**src/rtl/arb_client_if.sv**
```systemverilog
// Command, arbiter and shared-bus signals of one arb_client slot.
// master: the client itself; slave: the command source / arbiter / bus side.
interface arb_client_if #(
    parameter int DATA_W = 8,
    parameter int LEN_W  = 4
);
    logic              cmd_valid;
    logic              cmd_ready;
    logic [DATA_W-1:0] cmd_data;
    logic [LEN_W-1:0]  cmd_len;
    logic              req;
    logic              grant;
    logic              bus_valid;
    logic [DATA_W-1:0] bus_data;
    logic              bus_last;

    modport master (
        input  cmd_valid, cmd_data, cmd_len, grant,
        output cmd_ready, req, bus_valid, bus_data, bus_last
    );

    modport slave (
        output cmd_valid, cmd_data, cmd_len, grant,
        input  cmd_ready, req, bus_valid, bus_data, bus_last
    );
endinterface

```
**src/rtl/arb_client.sv**
```systemverilog
// Round-robin arbiter requester: buffers commands, requests a slot, bursts beats.
// Optional request timeout enabled by defining ARB_CLIENT_TIMEOUT_EN.
module arb_client #(
    parameter int DATA_W  = 8,
    parameter int DEPTH   = 4,
    parameter int LEN_W   = 4,
    parameter int TIMEOUT = 15
) (
    input  logic         clk,
    input  logic         rst,
    arb_client_if.master cif,
    output logic         busy,
    output logic         spurious_grant,
    output logic         timeout_err
);
    localparam int PTR_W = $clog2(DEPTH);
    localparam logic [PTR_W:0] FULL_CNT = (PTR_W+1)'(DEPTH);

    typedef enum logic [1:0] {IDLE, REQ, XFER, GAP} state_t;

    state_t            state_reg, state_next;
    logic [DATA_W-1:0] data_mem [DEPTH];
    logic [LEN_W-1:0]  len_mem  [DEPTH];
    logic [PTR_W-1:0]  wr_ptr_reg, rd_ptr_reg;
    logic [PTR_W:0]    count_reg;
    logic [DATA_W-1:0] xfer_data_reg;
    logic [LEN_W-1:0]  xfer_len_reg;
    logic [LEN_W-1:0]  beat_reg;
    logic              spurious_reg;
    logic              push;
    logic              pop;
    logic              timeout_hit;

    assign cif.cmd_ready = (count_reg != FULL_CNT);
    assign push          = cif.cmd_valid && cif.cmd_ready;
    assign pop           = (state_reg == REQ) && cif.grant;

    // Head entry is read asynchronously so it can be latched on the grant edge.
    always_ff @(posedge clk) begin
        if (push) begin
            data_mem[wr_ptr_reg] <= cif.cmd_data;
            len_mem[wr_ptr_reg]  <= cif.cmd_len;
        end
    end

    always_ff @(posedge clk) begin
        if (rst) begin
            wr_ptr_reg <= '0;
            rd_ptr_reg <= '0;
            count_reg  <= '0;
        end else begin
            if (push)
                wr_ptr_reg <= wr_ptr_reg + PTR_W'(1);
            if (pop)
                rd_ptr_reg <= rd_ptr_reg + PTR_W'(1);
            case ({push, pop})
                2'b10:   count_reg <= count_reg + (PTR_W+1)'(1);
                2'b01:   count_reg <= count_reg - (PTR_W+1)'(1);
                default: count_reg <= count_reg;
            endcase
        end
    end

`ifdef ARB_CLIENT_TIMEOUT_EN
    localparam int WAIT_W = $clog2(TIMEOUT + 1);

    logic [WAIT_W-1:0] wait_reg;
    logic              timeout_reg;

    // A grant in the same cycle as expiry takes priority over the timeout.
    assign timeout_hit = (state_reg == REQ) && !cif.grant &&
                         (wait_reg == WAIT_W'(TIMEOUT - 1));

    always_ff @(posedge clk) begin
        if (rst) begin
            wait_reg    <= '0;
            timeout_reg <= 1'b0;
        end else begin
            timeout_reg <= timeout_hit;
            if (state_reg != REQ)
                wait_reg <= '0;
            else if (!timeout_hit)
                wait_reg <= wait_reg + WAIT_W'(1);
        end
    end

    assign timeout_err = timeout_reg;
`else
    assign timeout_hit = 1'b0;
    assign timeout_err = 1'b0;
`endif

    always_comb begin
        state_next = state_reg;
        case (state_reg)
            IDLE: if (count_reg != '0) state_next = REQ;
            REQ: begin
                if (cif.grant)
                    state_next = XFER;
                else if (timeout_hit)
                    state_next = GAP;
            end
            XFER: if (beat_reg == xfer_len_reg) state_next = GAP;
            GAP:  state_next = IDLE;
            default: state_next = IDLE;
        endcase
    end

    always_ff @(posedge clk) begin
        if (rst) begin
            state_reg     <= IDLE;
            xfer_data_reg <= '0;
            xfer_len_reg  <= '0;
            beat_reg      <= '0;
            spurious_reg  <= 1'b0;
        end else begin
            state_reg <= state_next;
            if (pop) begin
                xfer_data_reg <= data_mem[rd_ptr_reg];
                xfer_len_reg  <= len_mem[rd_ptr_reg];
                beat_reg      <= '0;
            end else if (state_reg == XFER) begin
                beat_reg <= beat_reg + LEN_W'(1);
            end
            if (cif.grant && (state_reg != REQ))
                spurious_reg <= 1'b1;
        end
    end

    // Bus outputs are forced to zero outside XFER so GAP/IDLE show a quiet bus.
    assign cif.req        = (state_reg == REQ);
    assign cif.bus_valid  = (state_reg == XFER);
    assign cif.bus_data   = (state_reg == XFER) ? (xfer_data_reg + DATA_W'(beat_reg)) : '0;
    assign cif.bus_last   = (state_reg == XFER) && (beat_reg == xfer_len_reg);
    assign busy           = (state_reg != IDLE) || (count_reg != '0);
    assign spurious_grant = spurious_reg;
endmodule
```
**src/flat_wrapper.sv**
```systemverilog
// flat-port wrapper written by rule: the top's interface ports become plain ports
module arb_client_flat 
#(
    parameter int DATA_W  = 8,
    parameter int DEPTH   = 4,
    parameter int LEN_W   = 4,
    parameter int TIMEOUT = 15
)
  (clk, rst, busy, spurious_grant, timeout_err, cif_cmd_valid, cif_cmd_data, cif_cmd_len, cif_grant, cif_cmd_ready, cif_req, cif_bus_valid, cif_bus_data, cif_bus_last);
  arb_client_if #(.DATA_W(DATA_W), .LEN_W(LEN_W)) cif_i ();
  input  logic clk;
  input  logic rst;
  output logic busy;
  output logic spurious_grant;
  output logic timeout_err;
  input wire logic [$bits(cif_i.cmd_valid)-1:0] cif_cmd_valid;
  input wire logic [$bits(cif_i.cmd_data)-1:0] cif_cmd_data;
  input wire logic [$bits(cif_i.cmd_len)-1:0] cif_cmd_len;
  input wire logic [$bits(cif_i.grant)-1:0] cif_grant;
  output wire logic [$bits(cif_i.cmd_ready)-1:0] cif_cmd_ready;
  output wire logic [$bits(cif_i.req)-1:0] cif_req;
  output wire logic [$bits(cif_i.bus_valid)-1:0] cif_bus_valid;
  output wire logic [$bits(cif_i.bus_data)-1:0] cif_bus_data;
  output wire logic [$bits(cif_i.bus_last)-1:0] cif_bus_last;
  assign cif_i.cmd_valid = cif_cmd_valid;
  assign cif_i.cmd_data = cif_cmd_data;
  assign cif_i.cmd_len = cif_cmd_len;
  assign cif_i.grant = cif_grant;
  assign cif_cmd_ready = cif_i.cmd_ready;
  assign cif_req = cif_i.req;
  assign cif_bus_valid = cif_i.bus_valid;
  assign cif_bus_data = cif_i.bus_data;
  assign cif_bus_last = cif_i.bus_last;
  arb_client #(.DATA_W(DATA_W), .DEPTH(DEPTH), .LEN_W(LEN_W), .TIMEOUT(TIMEOUT)) u_core (.clk(clk), .rst(rst), .cif(cif_i), .busy(busy), .spurious_grant(spurious_grant), .timeout_err(timeout_err));
endmodule
```
**config.mk**
```make
export PLATFORM = sky130hd
export DESIGN_NAME = arb_client_flat
export DESIGN_NICKNAME = d
export VERILOG_FILES = /design/src/rtl/arb_client_if.sv /design/src/rtl/arb_client.sv /design/src/flat_wrapper.sv
export SDC_FILE = /design/constraint.sdc
export NUM_CORES = 1
export LEC_CHECK = 0
export ABC_CLOCK_PERIOD_IN_PS = 6400
export CAP_MARGIN = 15
export CORE_MARGIN = 3
export CORE_UTILIZATION = 45
export DETAILED_ROUTE_END_ITERATION = 10
export PLACE_DENSITY = 0.65
export SETUP_SLACK_MARGIN = 0.05
export SLEW_MARGIN = 40
export SYNTH_ARGS = -nofsm -noshare
export SYNTH_HDL_FRONTEND = slang
export SYNTH_SLANG_ARGS = --single-unit
```
**constraint.sdc**
```tcl
create_clock -name clk -period 6.4 [get_ports clk]
set_input_delay 0.96 -clock clk [delete_from_list [all_inputs] [get_ports clk]]
set_output_delay 0.96 -clock clk [all_outputs]
set_load 0.05 [all_outputs]
```
# After elaboration in Yosys (flattened, before gate mapping)
# Memories as Yosys holds them, arrays and structs flattened. A register that Yosys moved wholly into a read port is not among the register bits.
# Index checks and enable logic that the tools add are counted.
word_totals:
  regBits: 14
  ramBits: 48
  output_inout_bits: 15
  memories: 2
classes:
  addsub: 6
  eq_ne: 11
  muxes: 8
  n_reduce_logical: 11
memory_table:
  columns: ["memory", "words", "width", "read_ports", "rd_ports_with_merged_regs", "wr", "line", "rtl"]
  rows:
  - ["u_core.data_mem", 4, 8, 1, 1, 1, "arb_client.sv:22", "logic [DATA_W-1:0] data_mem [DEPTH];"]
  - ["u_core.len_mem", 4, 4, 1, 1, 1, "arb_client.sv:23", "logic [LEN_W-1:0] len_mem [DEPTH];"]
ops:
  columns: ["op", "n"]
  rows:
  - ["adder 8 x 4 -> 8 bit", 1]
  - ["2-to-1 mux 8 bit", 1]
  - ["one-hot mux 2 bit (4 select lines)", 1]
  - ["equality test 2 bit (second input constant)", 3]
  - ["2-to-1 mux 2 bit", 3]
  - ["inequality test 2 x 1 -> 1 bit (second input constant)", 3]
  - ["one-hot mux 3 bit (2 select lines)", 1]
  - ["adder 2 x 1 -> 2 bit (second input constant)", 2]
  - ["adder 4 x 1 -> 4 bit (second input constant)", 1]
  - ["equality test 2 x 1 -> 1 bit (second input constant)", 2]
  - ["equality test 4 bit", 1]
  - ["logical AND 1 bit", 4]
  - ["nonzero test 2 bit", 2]
  - ["adder 3 x 1 -> 3 bit (second input constant)", 1]
  - ["inequality test 3 bit (second input constant)", 1]
  - ["AND reduction 3 bit", 1]
  - ["nonzero test 3 bit", 1]
  - ["subtractor 3 x 1 -> 3 bit (second input constant)", 1]
  - ["logical NOT 2 bit", 1]
  - ["2-to-1 mux 1 bit", 2]
  - ["inequality test 2 bit (second input constant)", 1]
  - ["OR reduction 2 bit", 1]
  - ["logical OR 1 bit", 1]

# Depth between registers and ports, before layout
depth:
  word_depth: 4
  ltp_mapped: 10
  mapped_depth_nobuf: 9

# Worst setup path before layout
# OpenSTA, ideal clock, no wires.
synth_path:
  kind: "register to output"
  from: "register u_core.beat_reg[0]"
  to: "output cif_bus_data[6]"
  t_arrival_ps: 2236
  required_time_ps: 5440
  path_slack_ps: 3204
  stages_incl_launch_ff: 7
  cell_sequence: "dfxtp_1 ha_1 fa_1 a21o_1 a21oi_1 o21ai_0 a21oi_1"
synth_via:
  elab_chain_len: 2
synth_rtl:
  columns: ["element", "line", "rtl"]
  rows:
  - ["from (decl)", "arb_client.sv:28", "logic [LEN_W-1:0] beat_reg;"]
  - ["from (signal assigned)", "arb_client.sv:123", "beat_reg <= beat_reg + LEN_W'(1);"]
  - ["adder 8 x 4 -> 8 bit", "arb_client.sv:133", "assign cif.bus_data = (state_reg == XFER) ? (xfer_data_reg + DATA_W'(beat_reg)) : '0;"]
  - ["2-to-1 mux 8 bit", "arb_client.sv:133", null]
  - ["to (decl)", "flat_wrapper.sv:23", "output wire logic [$bits(cif_i.bus_data)-1:0] cif_bus_data;"]
# Every way passes these cells.

# Worst setup path in the final report
# Same ends and word-level chain as after synthesis.

==> results.md <==
Placed design:
- Routability-driven placement finished with a final weighted congestion of 0.7937.
- The number of port buffers is 29.
- Including well taps, the total number of placed cells is 350.
- The half-perimeter wire length of the detailed placement result is 3468 um.

Detailed routing:
- The remaining design rule violation count is 0.
- Summing over every cut layer, the via total after detailed routing is 1813.
- In this run the remaining antenna-violating nets after routing total 0.
- The number of DRC markers after the initial detailed-route iteration is 56.
- The detail-routed net length per standard cell is 13.87 um.
- For this block, the routed nets add up to 5077 um of wire.
- The first detailed-routing pass ran for 4 iterations.
- In the routed layout, each cell is associated on average with a via count of 4.954.

Synthesis:
- By area the synthesized netlist is led by sky130_fd_sc_hd__edfxtp_1, sky130_fd_sc_hd__dfxtp_1, sky130_fd_sc_hd__mux4_2.
- The mapped netlist covers 0.003199 sq mm.
- For this run, the register share of the synthesized area comes to 0.6132.
- The synthesized design contains 74 register bits.
- The synthesized net count is 267.
- The cell count after synthesis came out at about 240.
- Summed over all instances, the cell type with the most area after synthesis is sky130_fd_sc_hd__edfxtp_1.
- Of the post-synthesis cell area, the dominant cell type holds 0.4505.
- The count of warnings emitted by yosys is 0.
- Synthesis instantiated 37 different standard cells from the library.
- A synthesized cell averages roughly 14 sq um.

Clock tree:
- The CTS sink count is 74.
- The H-tree was split into 3 levels.
- The count of cells resized by post-cts repair is 0.
- Buffers added to address setup during post-CTS repair amount to 0.
- The clock reaches the later pin of the worst-skew pair after around 0.34 ns.
- The tree is rooted in a sky130_fd_sc_hd__clkbuf_8.
- The longest clock path from root to sink contains 2 buffers.
- TritonCTS built the clock tree.
- The clock transition at the registers of the reported paths is 0.08 ns.
- The number of buffers added by the clock tree synthesis step is 9.
- The cts-stage hold buffer count is 0.

Worst setup path:
- On the critical path, the stage with the largest delay is an instance of sky130_fd_sc_hd__clkdlybuf4s50_1.
- The kind of capture point of the worst setup path is an output pin.
- The number of cells on the worst reg-to-reg path is 9.
- The endpoint identified for the worst register-to-register timing path is u_core.count_reg[2].
- The signal on the critical path passes through ha_1, fa_1, a21o_1, a21oi_1, o21ai_0, a21oi_1, clkdlybuf4s50_1.
- The kind of launch point of the worst setup path is a flop.
- The setup path with the least slack is of type flop to output pin.
- The critical path arrival is 2.86 ns.
- In this run the register-to-register setup slack is 3.70 ns.
- The worst register-to-register path begins at u_core.state_reg[1].
- The worst endpoint required time is 5.44 ns.
- On the worst path, the slowest cell contributes a delay of 0.81 ns.
- The maximum fanout encountered on the critical timing path is 5.
- The beginning of the critical path is u_core.beat_reg[0].
- The cell repeated most along the worst path is sky130_fd_sc_hd__a21oi_1.

Power and ir drop:
- In this run the static leakage power is 1.304 nW.
- The clock power share is 0.262.
- The power density of the placed cells is 354.8 mW/mm^2.
- Of the total power, the share spent switching nets is 0.3183.
- The worst voltage drop across the vdd grid is about 0.00018 V.
- Of the total power, combinational logic draws 0.274.
- The cell-internal power is about 900 uW.
- The proportion of power drawn by flip-flops and latches is 0.465.
- The power spent charging and discharging nets is 422.3 uW.
- Summing internal, switching and leakage power gives 1.327 mW.

Min path:
- The count of cells along the worst hold path is 2.
- The type of the tightest min-delay check is flop to flop.
- The beginning of the worst hold path is u_core.spurious_grant.
- For hold timing, the worst endpoint is u_core.spurious_grant.

Outcome:
- The run finished with clean final reports.

Cells and area:
- The fraction of layout cells with a size suffix above 1 is 0.1333.
- The synthesis-to-finish area growth is 16.89%.
- After the last flow step, the layout net total stands at 297.
- The total inserted antenna cells is 0.
- The most common cell after layout, fill and taps aside is sky130_fd_sc_hd__edfxtp_1.
- In the layout the commonest cells are sky130_fd_sc_hd__edfxtp_1, sky130_fd_sc_hd__nand2_1, sky130_fd_sc_hd__clkdlybuf4s50_1, sky130_fd_sc_hd__dfxtp_1, sky130_fd_sc_hd__a21oi_1.
- The count of placed standard cells in the final layout, fillers left out is between 300 and 400.
- The register with the most flip-flops in the layout has 32 of them.

Timing:
- Timing would allow up to approximately 260 MHz.
- Setup violations remaining at the end of the flow were counted as 0.
- The final-layout setup total negative slack is 0 ns.
- Subtracting the final worst setup slack from the clock period gives about 3.8 ns.
- The hold violation count in the final report came to 0.
- The number of pins with negative max-slew slack in the final report is 0.
- The max-slew headroom at the worst pin is 0.5783.
- Setup repair after global routing left no endpoint under its margin.
- The pin slew with the least headroom to its limit is 0.6326 ns.
- Of the available clock period, the critical path in the final layout requires 0.5971.
- The setup skew after layout is 0.009379 ns.

Global route:
- Global routing finished with a remaining overflow of 0.
- The pin count of the biggest net entering global routing is 26.
- The via count of the first global-routing pass is 1824.
- The first-pass GRT wire length is 8631 um.
- The initial antenna violation count came to 0.
- Across every metal layer, demand over resource in global routing totals 0.1353.

Floorplanning:
- The die extent in x is 90.32 um.
- The initial core utilization is 0.4683.
- Row generation in the floorplan step produced 30 rows.
- The count of pins on the block boundary is 31.
- The vertical die dimension is 90.32 um.
- The full die area is around 0.0082 sq mm.
- The total area inside the core boundary comes to 0.006832 sq mm.

Run:
- Across the run, the number of max-cap violations was 0.
-- metal layers --
metal | vias to the layer above | part of all wire | global-route usage
met5 | - | 0 | 0
met4 | 0 | 0.017 | 0.04974
met3 | 8 | 0.039 | 0.04083
met2 | 31 | 0.48 | 0.2284
met1 | 863 | 0.46 | 0.1643
li1 | 911 | - | -
-- cell usage after synthesis (all sizes together) --
master   instances
a211oi           2
a21o             2
a21oi           17
a41oi            1
and2             3
and3             4
buf              5
clkbuf           5
conb             1
dfxtp           26
edfxtp          48
fa               2
ha              14
inv              9
mux2i            4
mux4            12
nand2           32
nand2b           2
nand4            2
nor2            10
nor3             5
nor3b            1
o2111ai          1
o21a             2
o21ai            6
o311a            1
or3              2
or3b             1
or4b             1
xnor2            9
xor2             5
-- stage by stage --
stage / util / area (sq um) / hold WS, ns / setup WS [ns]
after global placement: 0.5198 / 3551 / 0.4607 / 2.896
after floorplan: - / 3199 / 0.4400 / 3.204
after detailed placement: 0.5192 / 3547 / 0.4631 / 2.872
final: 0.5474 / 3740 / 0.4720 / 2.579
after global routing: 0.5474 / 3740 / 0.5047 / 2.428
after CTS: 0.5474 / 3740 / 0.4746 / 2.555
-- power by group through the flow --
stage               sequential [mW]  clock (mW)  combinational (mW)
CTS                           0.619       0.355               0.367
finish                        0.617       0.347               0.363
global route                  0.629       0.375               0.401
detailed placement            0.629           0               0.367
global placement              0.627           0               0.366
floorplan                     0.609           0               0.298
-- kinds of logic after synthesis --
kind of cell	share of synthesized area
compound gates	0.06022
simple gates	0.09386
buf+inv	0.02894
other cells	0.001172
xor+xnor	0.03833
flops	0.6132
mux	0.09699
fa+ha+maj	0.06727
-- worst max-delay path, delay by kind of cell (launching register included) --
family	cells	cell delay [ns]
buffers and inverters	1	0.81
AOI/OAI and AO/OA	4	0.67
adders and majority gates	2	0.67
DFF	1	0.37
-- area by class of cell --
type	count	area, sq um
clock buffer	9	123.9
clock inverter	7	68.82
fill	601	3092
inverter	9	33.78
multi-input combinational	142	1145
sequential	74	1963
tap	96	120.1
timing repair buffer	29	285.3
-- how the worst max path moves through the flow --
stage / endpoint / depth (start not counted)
3_5_place_dp: u_core.count_reg[2] / 8
4_1_cts: cif_bus_data[6] / 7
6_report: cif_bus_data[6] / 7
5_1_grt: cif_bus_data[6] / 7
3_3_place_gp: u_core.count_reg[2] / 8
2_1_floorplan: cif_bus_data[6] / 6
Power figures use the tool's default switching activity.
